$ cat config.mk
export PLATFORM = sky130hd
export DESIGN_NAME = watch_slot
export DESIGN_NICKNAME = d
export VERILOG_FILES = /design/src/rtl/reg_watch_checker_pkg.sv /design/src/rtl/reg_watch_checker_slot.sv
export SDC_FILE = /design/constraint.sdc
export NUM_CORES = 1
export LEC_CHECK = 0
export BUFFER_PORTS_ARGS = -buffer_cell sky130_fd_sc_hd__buf_2
export CORE_AREA = 2 2 114 72
export CTS_BUF_LIST = sky130_fd_sc_hd__clkbuf_4
export CTS_CLUSTER_DIAMETER = 200
export CTS_CLUSTER_SIZE = 24
export DETAILED_ROUTE_END_ITERATION = 16
export DIE_AREA = 0 0 116 74
export MAX_ROUTING_LAYER = met4
export PLACE_DENSITY_LB_ADDON = 0.05
export REMOVE_ABC_BUFFERS = 1
export SETUP_SLACK_MARGIN = 0.1
export SLEW_MARGIN = 5
export SYNTH_ARGS = -nofsm -noshare
export SYNTH_HDL_FRONTEND = slang
export SYNTH_SLANG_ARGS = --single-unit
$ cat constraint.sdc
create_clock -name clk -period 5.4 [get_ports clk]
set_clock_uncertainty 0.2 [all_clocks]
set_input_delay 0.27 -clock clk [delete_from_list [all_inputs] [get_ports clk]]
set_output_delay 0.27 -clock clk [all_outputs]
set_load 0.01 [all_outputs]
$ cat src/rtl/reg_watch_checker_pkg.sv
// Shared types for the register-writeback watch checker.
package reg_watch_checker_pkg;

    typedef enum logic [1:0] {
        IDLE  = 2'd0,
        RUN   = 2'd1,
        CHECK = 2'd2,
        DONE  = 2'd3
    } state_t;

endpackage

$ cat src/rtl/reg_watch_checker_slot.sv
// One watched register: latched address/expected value plus a live shadow copy.
module watch_slot
    import reg_watch_checker_pkg::*;
#(
    parameter int DATA_W = 32,
    parameter int ADDR_W = 5
) (
    input  logic              clk,
    input  logic              rst_n,
    input  logic              load,
    input  logic              wr_en,
    input  logic [ADDR_W-1:0] addr_init,
    input  logic [DATA_W-1:0] init_data,
    input  logic [DATA_W-1:0] exp_init,
    input  logic [ADDR_W-1:0] wb_addr,
    input  logic [DATA_W-1:0] wb_data,
    output logic [DATA_W-1:0] shadow,
    output logic              eq,
    output logic              eq_next
);

    logic [ADDR_W-1:0] addr_q;
    logic [DATA_W-1:0] exp_q;
    logic [DATA_W-1:0] shadow_q;
    logic              hit;
    logic [DATA_W-1:0] post_write;

    assign hit        = wr_en && (addr_q == wb_addr);
    assign post_write = hit ? wb_data : shadow_q;
    assign shadow     = shadow_q;
    assign eq         = (shadow_q == exp_q);
    // Equality as it will stand after this cycle's write, for early finish.
    assign eq_next    = (post_write == exp_q);

    always_ff @(posedge clk or negedge rst_n) begin
        if (!rst_n) begin
            addr_q   <= '0;
            exp_q    <= '0;
            shadow_q <= '0;
        end else if (load) begin
            addr_q   <= addr_init;
            exp_q    <= exp_init;
            shadow_q <= init_data;
        end else begin
            shadow_q <= post_write;
        end
    end

endmodule

==> metrics.md <==
| Metric | Value |
|---|---|
| Status | complete, no violations |
| Slew of the pin with the lowest slew margin | approximately 0.9 ns |
| Die Height | 74 microns |
| Antenna violations before repair | 0 |
| Relative slew slack | 40.0% |
| Total Wirelength | between 10000 and 15000 microns |
| Worst hold path stage count | 4 |
| Hold-fix buffers, CTS | 85 |
| Yosys top cell by area | dfrtp_1 |
| Placed cell count | 649 |
| Master of the slowest instance on the critical path | nand4_2 |
| Wire length of the first global-routing pass | about 19000 microns |
| Total design power | 1.28 mW |
| CTS sink count | 69 |
| Fill count | 582 |
| Register-to-register setup slack | slightly below 2 ns |
| Vias in the first global route | 4014 |
| Fin. Hold Viols | 0 |
| Worst-skew pair later-pin latency | approximately 0.43 ns |
| End of the worst register-to-register path | shadow[14]$_DFF_PN0_ |
| Mean post-synth cell area | ~9.6 sq um |
| Post-detail-place hpwl | 8390 microns |
| Fraction of synthesized cell area in xor and xnor cells | between 7 and 8% |
| Deepest level of the CTS H-tree | 3 |
| Ys async rst share | 100% |
| Setup repair after global routing missed its margin | no |
| Startpoint of the lowest-slack hold path | wb_data[18] |
| Crit-path max FO | 23 |
| Most common cell in the netlist | dfrtp_1 |
| Crit path time final | around 4.3 ns |
| TritonCTS clock tree | yes |
| Worst vdd rail ir drop | between 100 and 150 uV |
| Gr ovfl total | 0 |
| Port-buffer cells | around 140 |
| Top flip-flop cell by instance count after synthesis | dfrtp_1 |
| Share of final-layout standard cells stronger than drive strength 1 | between 30% and 40% |
| CP Data Required Time | between 4 and 5 ns |
| Worst setup startpoint | addr_q[4]$_DFFE_PN0P_ |
| Hold Slack | 0.0432 ns |
| Library cells used by synthesis | 42 |
| Clock edge transition at the registers on the reported setup and hold paths | between 0.1 and 0.15 ns |
| Pins over their slew limit | 0 |
| Post-route insts no fill | 751 |
| Category of the critical setup timing path | flop to output pin |
| Largest family of logic cells by synthesized area | simple AND/OR/NAND/NOR gates |
| Std-Cell Core Area | around 7600 sq um |
| Largest net degree at the start of global routing | 70 |
| Post-route setup TNS | 0 ns |
| Synth Area in Adders | 0% |
| DRT antenna net count | 0 |
| Area occupied by multi-input gates | 2100 sq um |
| FF+latch area | ~1700 sq um |
| TritonCTS buffer count | 9 |
| Number of setup violations in the final report | 0 |
| Post-CTS sizing | 0 |
| Yosys warning total | 0 |
| I/O pins | approximately 140 |
| CP endpoint kind | output pin |
| Data arrival time of the worst path | around 3.9 ns |
| Die area | approximately 8600 sq um |
| DRC | 0 |
| Initial Util | 53.0% |
| Number of DRC violations after detailed-routing iteration 0 | 327 |
| Count of maximum capacitance violations | 0 |
| Via count of the routed design | between 4000 and 5000 |
| Fraction of the yosys area taken by sequential cells | between 40% and 50% |
| Max clock buf depth | 2 |
| Via-per-instance ratio | 5.58 |
| Class of the tightest hold or removal check | input pin to flop |
| NumNets Final | 747 |
| GRT Resource Usage Total | a little under a third |
| Crit start category | flop |
| Maximum clock frequency | around 230 MHz |
| DRT Pass-1 Iters | 5 |
| Crit-path cells | xnor2_1 > nand4_2 > nor2_4 > buf_4 > mux2i_1 > a2111oi_0 > nand4_1 > nor2_1 > buf_2 |
| Number of flip-flops and latches in the synthesized netlist | ~70 |
| Startpoint of the worst register-to-register path | addr_q[4]$_DFFE_PN0P_ |
| Simple-gate portion of the synthesized area | 15.6% |
| Signed area change from the synthesized netlist to the final layout | 42.9% |
| Post-Syn Area | about 4000 sq um |
| Pwr dens | approximately 220 nW/um^2 |
| Share of the synthesized area in the top cell type | between 40% and 50% |
| Share of the clock period used by the worst path after layout | 80.3% |
| Depth of the worst register-to-register path | 7 |
| Row Count | 25 |
| Mux contribution to synthesized area | around 14% |
| Library cell used as clock root buffer | clkbuf_4 |
| Biggest cell delay along the critical path | about 0.63 ns |
| WL per Instance | 16.6 microns |
| Cell count after synthesis | 417 |
| Post-synth EDFFs | 0 |
| Leakage | 2.56 nW |
| Synth top cells by count | dfrtp_1 (69), mux2_2 (33), nand2_1 (30) |
| Routability-driven placement congestion ratio | ~0.86 |
| Compound-Gate Fraction of Synth Area | 15.0% |
| Ranking of synthesized cells by area | dfrtp_1 (43%), mux2_2 (9.3%), xor2_1 (5.0%), mux2i_1 (5.0%), o21ai_0 (3.6%) |
| Worst-case hold path end point | shadow[18]$_DFF_PN0_ |
| Post-CTS Setup Bufs | 0 |
| Die W | about 120 microns |
==> through the flow <==
step | instance area, sq um | util [%] | setup slack [ns]
floorplan | 3900 | - | 2.26
global placement | 4770 | 63.0 | 1.79
detailed placement | 4770 | 63.0 | 1.57
CTS | 5730 | 75.7 | 1.05
global route | 5730 | 75.7 | 0.762
finish | 5730 | 75.7 | 1.07
==> report_power, final <==
group / internal (mW) / total, mW / switching [mW]
combinational: 0.189 / 0.370 / 0.181
clock: 0.105 / 0.286 / 0.181
sequential: 0.567 / 0.625 / 0.0578
==> critical path: cells and delay by family (launching register included) <==
kind                   cells  cell delay (ns)
buffers and inverters      2             0.51
XOR/XNOR                   1             0.23
AO/OA/AOI/OAI              1             0.60
flip-flops                 1             0.41
AND/OR/NAND/NOR            4             1.55
multiplexers               1             0.12
==> registers in the layout, summed over array words and instances (netlist names) <==
| name | count |
|---|---|
| exp_q | 32 |
| shadow | 32 |
| addr_q | 5 |
==> logic make-up (layout without fill, tap and decap cells) <==
| kind of cell | count (synthesis) | in the layout |
|---|---|---|
| buffers and inverters | 40 | 265 |
| XOR/XNOR | 35 | 35 |
| AND/OR/NAND/NOR | 123 | 123 |
| other | 0 | 1 |
| multiplexers | 53 | 53 |
| flip-flops | 69 | 69 |
| AO/OA/AOI/OAI | 97 | 97 |
==> layout by cell type, fill, tap and decap left out, types with 2 or more instances in the layout <==
cell           count
nand4_1            6
xor2_1            23
nor3_1             6
and3_1             6
a211oi_1           3
dfrtp_1           69
o21a_1             9
dlygate4sd3_1     85
o22ai_1            5
and2_1             3
nor2_1            24
xnor2_1           12
clkinv_1           4
inv_1             17
o221a_2            2
o221ai_1           2
nand2b_1           2
nor2b_1            5
o21ai_0           29
o311ai_0           2
nand2_1           30
buf_2            143
buf_4              3
nand3_1           20
a222oi_1           2
o21ai_1            2
mux2_2            33
nor4_1            15
a2111oi_0          8
clkbuf_4          12
a21oi_1           27
a31oi_1            3
mux2i_1           20
==> per-layer routing <==
metal	global-route usage (%)	vias up	part of all wire, %
met5	-	-	0
met4	8.07	0	1.2
met1	41.5	1994	44
met3	6.44	19	9.5
met2	47.8	230	46
li1	-	1951	-
==> final cells by class <==
| class | count | share of cell area [%] |
|---|---|---|
| flip-flops and latches | 69 | 30.1 |
| diodes | 1 | 0.0437 |
| inverters | 18 | 1.18 |
| clock inverters | 4 | 0.262 |
| multi-input cells | 308 | 36.7 |
| clock buffers | 12 | 1.57 |
| well taps | 108 | 2.36 |
| repair buffers | 231 | 27.7 |
==> how the worst max path moves through the flow <==
stage               depth (start not counted)      end  slack, ns
floorplan                                   7  eq_next       2.26
global placement                           10  eq_next       1.79
detailed placement                         10  eq_next       1.57
CTS                                         9  eq_next       1.05
global route                                9  eq_next       0.76
finish                                      9  eq_next       1.07
No activity file was read; power rests on OpenSTA's default activity.
